**config.mk**
```make
export PLATFORM = sky130hd
export DESIGN_NAME = key_event_detect
export DESIGN_NICKNAME = d
export VERILOG_FILES = /design/src/rtl/key_event_pkg.sv /design/src/rtl/key_event_channel.sv /design/src/rtl/key_event_detect.sv
export SDC_FILE = /design/constraint.sdc
export NUM_CORES = 2
export LEC_CHECK = 0
export CAP_MARGIN = 20
export CORE_MARGIN = 5
export CORE_UTILIZATION = 40
export DETAILED_ROUTE_END_ITERATION = 8
export REMOVE_ABC_BUFFERS = 1
export SYNTH_ARGS = -nofsm -noshare
export SYNTH_HDL_FRONTEND = slang
export SYNTH_SLANG_ARGS = --single-unit
```
**constraint.sdc**
```tcl
create_clock -name clk -period 5.5 [get_ports clk]
set_input_delay 1.1 -clock clk [delete_from_list [all_inputs] [get_ports clk]]
set_output_delay 1.1 -clock clk [all_outputs]
set_load 0.02 [all_outputs]
```
**src/rtl/key_event_pkg.sv**
```systemverilog
// Shared constants, counter-width helper and per-channel state type for key_event_detect.
package key_event_pkg;

    localparam int unsigned DEF_N_KEYS       = 16;
    localparam int unsigned DEF_SYNC_STAGES  = 2;
    localparam int unsigned DEF_TICK_DIV     = 4;
    localparam int unsigned DEF_DB_TICKS     = 3;
    localparam int unsigned DEF_LONG_TICKS   = 8;
    localparam int unsigned DEF_REPEAT_TICKS = 2;

    // Per-channel counters are sized for tick counts up to 2**CNT_W.
    localparam int unsigned CNT_W = 16;

    function automatic int unsigned cnt_width(input int unsigned n);
        return (n <= 1) ? 1 : $clog2(n);
    endfunction

    typedef struct packed {
        logic [CNT_W-1:0] db_cnt;
        logic [CNT_W-1:0] hold_cnt;
        logic [CNT_W-1:0] rpt_cnt;
        logic             long_flag;
    } chan_state_t;

endpackage

```
**src/rtl/key_event_channel.sv**
```systemverilog
// One key channel: tick-timed debounce, press/release pulses, long-press and auto-repeat.
module key_event_channel
    import key_event_pkg::*;
#(
    parameter int unsigned DB_TICKS     = DEF_DB_TICKS,
    parameter int unsigned LONG_TICKS   = DEF_LONG_TICKS,
    parameter int unsigned REPEAT_TICKS = DEF_REPEAT_TICKS
) (
    input  logic clk,
    input  logic rstn,
    input  logic key_s,
    input  logic tick,
    input  logic repeat_en,
    output logic key_state,
    output logic key_press,
    output logic key_release,
    output logic key_long,
    output logic key_repeat
);

    localparam logic [CNT_W-1:0] DB_LAST   = CNT_W'(DB_TICKS - 1);
    localparam logic [CNT_W-1:0] LONG_LAST = CNT_W'(LONG_TICKS - 1);
    localparam logic [CNT_W-1:0] RPT_LAST  = CNT_W'(REPEAT_TICKS - 1);
    localparam logic [CNT_W-1:0] CNT_ONE   = CNT_W'(1);

    chan_state_t r_st;
    logic        r_state;
    logic        r_press;
    logic        r_release;
    logic        r_long;
    logic        r_repeat;

    logic        w_flip;
    logic        w_fall;

    // A falling flip this edge suppresses any long/repeat pulse in the release cycle.
    assign w_flip = (key_s != r_state) && tick && (r_st.db_cnt == DB_LAST);
    assign w_fall = w_flip && r_state;

    always_ff @(posedge clk) begin
        if (!rstn) begin
            r_st      <= '0;
            r_state   <= 1'b0;
            r_press   <= 1'b0;
            r_release <= 1'b0;
            r_long    <= 1'b0;
            r_repeat  <= 1'b0;
        end else begin
            r_press   <= 1'b0;
            r_release <= 1'b0;
            r_long    <= 1'b0;
            r_repeat  <= 1'b0;

            if (key_s == r_state) begin
                r_st.db_cnt <= '0;
            end else if (tick) begin
                if (w_flip) begin
                    r_st.db_cnt <= '0;
                    r_state     <= key_s;
                    r_press     <= key_s;
                    r_release   <= ~key_s;
                end else begin
                    r_st.db_cnt <= r_st.db_cnt + CNT_ONE;
                end
            end

            // Hold timing runs only while the debounced level is high.
            if (!r_state) begin
                r_st.hold_cnt  <= '0;
                r_st.rpt_cnt   <= '0;
                r_st.long_flag <= 1'b0;
            end else if (!w_fall) begin
                if (!r_st.long_flag) begin
                    if (tick) begin
                        if (r_st.hold_cnt == LONG_LAST) begin
                            r_long         <= 1'b1;
                            r_st.long_flag <= 1'b1;
                            r_st.rpt_cnt   <= '0;
                        end else begin
                            r_st.hold_cnt <= r_st.hold_cnt + CNT_ONE;
                        end
                    end
                end else if (!repeat_en) begin
                    r_st.rpt_cnt <= '0;
                end else if (tick) begin
                    if (r_st.rpt_cnt == RPT_LAST) begin
                        r_repeat     <= 1'b1;
                        r_st.rpt_cnt <= '0;
                    end else begin
                        r_st.rpt_cnt <= r_st.rpt_cnt + CNT_ONE;
                    end
                end
            end
        end
    end

    assign key_state   = r_state;
    assign key_press   = r_press;
    assign key_release = r_release;
    assign key_long    = r_long;
    assign key_repeat  = r_repeat;

endmodule

```
**src/rtl/key_event_detect.sv**
```systemverilog
// Keypad event detector: synchronises N raw keys, shares a debounce tick prescaler,
// and runs one key_event_channel per key.
module key_event_detect
    import key_event_pkg::*;
#(
    parameter int unsigned N_KEYS       = DEF_N_KEYS,
    parameter int unsigned SYNC_STAGES  = DEF_SYNC_STAGES,
    parameter int unsigned TICK_DIV     = DEF_TICK_DIV,
    parameter int unsigned DB_TICKS     = DEF_DB_TICKS,
    parameter int unsigned LONG_TICKS   = DEF_LONG_TICKS,
    parameter int unsigned REPEAT_TICKS = DEF_REPEAT_TICKS
) (
    input  logic              clk,
    input  logic              rstn,
    input  logic [N_KEYS-1:0] key,
    input  logic              repeat_en,
    output logic [N_KEYS-1:0] key_state,
    output logic [N_KEYS-1:0] key_press,
    output logic [N_KEYS-1:0] key_release,
    output logic [N_KEYS-1:0] key_long,
    output logic [N_KEYS-1:0] key_repeat
);

    localparam int unsigned       TICK_W    = cnt_width(TICK_DIV);
    localparam logic [TICK_W-1:0] TICK_LAST = TICK_W'(TICK_DIV - 1);
    localparam logic [TICK_W-1:0] TICK_ONE  = TICK_W'(1);

    logic [N_KEYS-1:0] r_sync [SYNC_STAGES];
    logic [TICK_W-1:0] r_tick_cnt;
    logic              w_tick;
    logic [N_KEYS-1:0] w_key_s;

    assign w_tick  = (r_tick_cnt == TICK_LAST);
    assign w_key_s = r_sync[SYNC_STAGES-1];

    // Raw-key synchroniser chain and shared debounce tick prescaler.
    always_ff @(posedge clk) begin
        if (!rstn) begin
            for (int i = 0; i < SYNC_STAGES; i++) r_sync[i] <= '0;
            r_tick_cnt <= '0;
        end else begin
            r_sync[0] <= key;
            for (int i = 1; i < SYNC_STAGES; i++) r_sync[i] <= r_sync[i-1];
            r_tick_cnt <= w_tick ? '0 : r_tick_cnt + TICK_ONE;
        end
    end

    for (genvar g = 0; g < N_KEYS; g++) begin : g_ch
        key_event_channel #(
            .DB_TICKS     (DB_TICKS),
            .LONG_TICKS   (LONG_TICKS),
            .REPEAT_TICKS (REPEAT_TICKS)
        ) u_ch (
            .clk         (clk),
            .rstn        (rstn),
            .key_s       (w_key_s[g]),
            .tick        (w_tick),
            .repeat_en   (repeat_en),
            .key_state   (key_state[g]),
            .key_press   (key_press[g]),
            .key_release (key_release[g]),
            .key_long    (key_long[g]),
            .key_repeat  (key_repeat[g])
        );
    end

endmodule

```
==> metrics.md <==
| Metric | Value |
|---|---|
| Status | `completed` |
| Worst hold path type | `flop to flop` |
| Crit path max fanout | `44` |
| Crit path largest cell delay | `600 ps` |
| WP data arrival | `3960 ps` |
| H-tree levels | `3` |
| FF+latch count, synth | `898` |
| Fin area | `between 0.05 and 0.06 mm^2` |
| Final period util | `0.6232` |
| CTS max path bufs | `3` |
| Max Cap Viol | `0` |
| Crit end category | `flop` |
| LEAKAGE | `~15 nW` |
| Max VDD drop | `between 200 and 250 uV` |
| Rows | `123` |
| Commonest non-fill, non-tap cell in the layout | `dfxtp_1` |
| Final setup vio count | `0` |
| Antenna violations before repair | `1` |
| Dpl cells | `6776` |
| Synth-to-Final Area Change | `12.22%` |
| Initial drt markers | `2560` |
| Commonest cells after routing, fill and taps aside | `dfxtp_1, nand2_1, nor2_1` |
| RSZ-0062 raised after global routing | `false` |
| CTS Hold Buffers Added | `0` |
| Slew @ Worst Pin | `1035 ps` |
| Crit path time final | `3428 ps` |
| DR pass1 iterations | `5` |
| Post-route ant nets | `0` |
| CP startpoint kind | `flop` |
| Synth async-reset ratio | `0` |
| Ys flop type | `dfxtp_1` |
| Tot Pwr | `14.27 mW` |
| Gr ovfl total | `0` |
| PD cells | `around 280 mW/mm^2` |
| Placement Cell Area | `0.04662 mm^2` |
| Critical Path RT | `between 6000 and 7000 ps` |
| Chip height | `roughly 350 um` |
| Hold Crit Start | `r_sync[0][11]` |
| Synth Warn # | `0` |
| First-pass GRT wire length | `around 180000 um` |
| Yosys cell types | `88` |
| DRC | `0` |
| Syn Std Cell Area | `0.04498 mm^2` |
| Share of cells above drive strength 1 | `0.05425` |
| Worst path cell trace | `ha_4 -> buf_12 -> nor4b_2 -> nand4_1 -> o2bb2ai_1 -> buf_4 -> nand2b_1 -> o32ai_1` |
| Highest Clock Rate | `291.7 MHz` |
| Post-CTS Setup Bufs | `0` |
| Final HPWL DP | `70720 um` |
| Clock skew | `between 15 and 20 ps` |
| Die Wd | `345.3 um` |
| Std-Cell Core Area | `about 0.11 mm^2` |
| Via count | `39710` |
| Nets | `5487` |
| Clock tree sinks | `898` |
| Total Wirelength | `109000 um` |
| Relative slew margins | `0.3007` |
| Port bufs | `just under 100` |
| Hold Crit Depth | `1` |
| Syn Inst Count | `5465` |
| Root Buffer | `clkbuf_16` |
| Total CTS buffers | `104` |
| Sequential fraction of the synthesis area | `0.3997` |
| Routed wire per std cell | `15.62 um` |
| Clock latency on the worst-skew pair | `670 ps` |
| Slew Viols, Final | `0` |
| EDFF count, synth | `0` |
| Final cell count without fillers | `between 6000 and 7000` |
| Largest net degree at the start of global routing | `53` |
| Vias per cell | `5.692` |
| R2r endpoint | `g_ch[1].u_ch.r_st[15]` |
| Worst R2R Setup Slack | `approximately 2100 ps` |
| Die footprint | `0.1193 mm^2` |
| RePlAce Congestion | `0.8211` |
| Top-Level Pins | `about 100` |
| Avg Inst Size Synth | `8.230 um^2` |
| Clock transition at path regs | `60 ps` |
| GRT Resource Usage Total | `0.1735` |
| CP max-delay cell | `ha_4` |
| R2r startpoint | `r_tick_cnt[0]` |
| Kind of critical path | `flop to flop` |
| Reg2Reg Depth | `8` |
| TritonCTS clock tree | `done` |
| Fin. Hold Viols | `0` |
| PostCTS Resize Cnt | `0` |
| Initial core utilization | `0.4015` |
| Vias in the first global route | `36580` |
| Worst Hold End | `r_sync[0][27]` |
==> worst max-delay path by stage <==
stage / cells after the start / to / slack (ps) / from
floorplan: 5 / g_ch[9].u_ch.r_st[3] / -850 / r_tick_cnt[0]
global placement: 7 / g_ch[0].u_ch.r_st[5] / 1410 / repeat_en
detailed placement: 7 / g_ch[0].u_ch.r_st[16] / 1390 / repeat_en
CTS: 6 / g_ch[8].u_ch.r_st[15] / 1970 / r_tick_cnt[0]
global route: 8 / g_ch[13].u_ch.r_st[12] / 1800 / r_tick_cnt[0]
finish: 8 / g_ch[1].u_ch.r_st[15] / 2070 / r_tick_cnt[0]
==> area by class of cell <==
cell class              instances  area, um^2
fillers                     11030       61560
multi-input cells            4118       24980
flip-flops and latches        898       17980
clock buffers                 146        3114
well taps                    1500        1877
repair buffers                144        1383
clock inverters                48       688.2
inverters                     121       455.4
diodes                          1       2.502
==> metal layers <==
| layer | track usage | wire, um | vias to the layer above |
|---|---|---|---|
| li1 | - | - | 20080 |
| met2 | 0.2836 | 49610 | 675 |
| met1 | 0.2422 | 53230 | 18820 |
| met5 | 0 | 0 | - |
| met4 | 0.04386 | 1985 | 0 |
| met3 | 0.02403 | 4161 | 131 |
==> registers in the layout, summed over array words and instances (netlist names) <==
signal and flops:
g_ch.u_ch.r_st 784, g_ch.u_ch.key_press 16, r_sync 32, g_ch.u_ch.key_state 16, g_ch.u_ch.key_release 16, g_ch.u_ch.key_long 16, g_ch.u_ch.key_repeat 16, r_tick_cnt 2
==> per-stage QoR <==
| stage | TNS [ps] | util | setup WS (ps) | hold slack (ps) |
|---|---|---|---|---|
| final | 0 | 0.4505 | 2072 | 430.7 |
| after global routing | 0 | 0.4505 | 1803 | 439.2 |
| after CTS | 0 | 0.4500 | 1968 | 432.2 |
| after detailed placement | 0 | 0.4161 | 1395 | 419.1 |
| after global placement | 0 | 0.4157 | 1414 | 417.3 |
| after floorplan | -97440 | - | -853.2 | 403.3 |
==> where the power goes <==
group / leakage [nW] / switching, mW / internal, mW
registers: 7.24 / 0.0115 / 6.52
logic: 6.15 / 0.158 / 0.0652
clock network: 1.88 / 2.83 / 4.69
==> logic make-up after synthesis <==
logic type      Yosys count  synth area share
mux                      32          0.007121
simple gates           2664            0.3137
xor+xnor                286           0.05569
fa+ha+maj                81           0.02253
compound gates         1055            0.1558
flops                   898            0.3997
buf+inv                 449           0.04545
==> worst max-delay path, delay by kind of cell (launching register included) <==
family	cells	cell delay [ps]
and+or+nand+nor	3	1230
DFF	1	370
buffers and inverters	2	600
AOI/OAI and AO/OA	2	470
adders and majority gates	1	600
==> cell usage after synthesis (17+ instances only) <==
master,count,share of area
a211o_1,18,0.0035
a211oi_1,24,0.0040
a21oi_1,276,0.031
a31oi_1,70,0.0097
a32o_1,50,0.011
a41o_1,30,0.0067
a41oi_1,17,0.0033
and2_1,77,0.011
and3_1,90,0.013
and4_1,66,0.013
buf_2,32,0.0036
buf_4,83,0.014
clkbuf_1,200,0.017
dfxtp_1,898,0.40
ha_1,81,0.023
inv_1,121,0.010
mux2i_1,32,0.0071
nand2_1,547,0.046
nand2b_1,62,0.0086
nand3_1,317,0.035
nand4_1,209,0.029
nor2_1,499,0.042
nor2b_1,26,0.0036
nor3_1,178,0.020
nor4_1,163,0.023
nor4b_1,64,0.012
o211ai_1,70,0.012
o21ai_0,196,0.022
o22ai_1,40,0.0056
o311ai_0,21,0.0041
o31ai_1,110,0.018
or2_2,18,0.0025
or3_1,167,0.023
or4_1,109,0.018
xnor2_1,110,0.021
xor2_1,176,0.034
(Power assumes the default switching activity.)
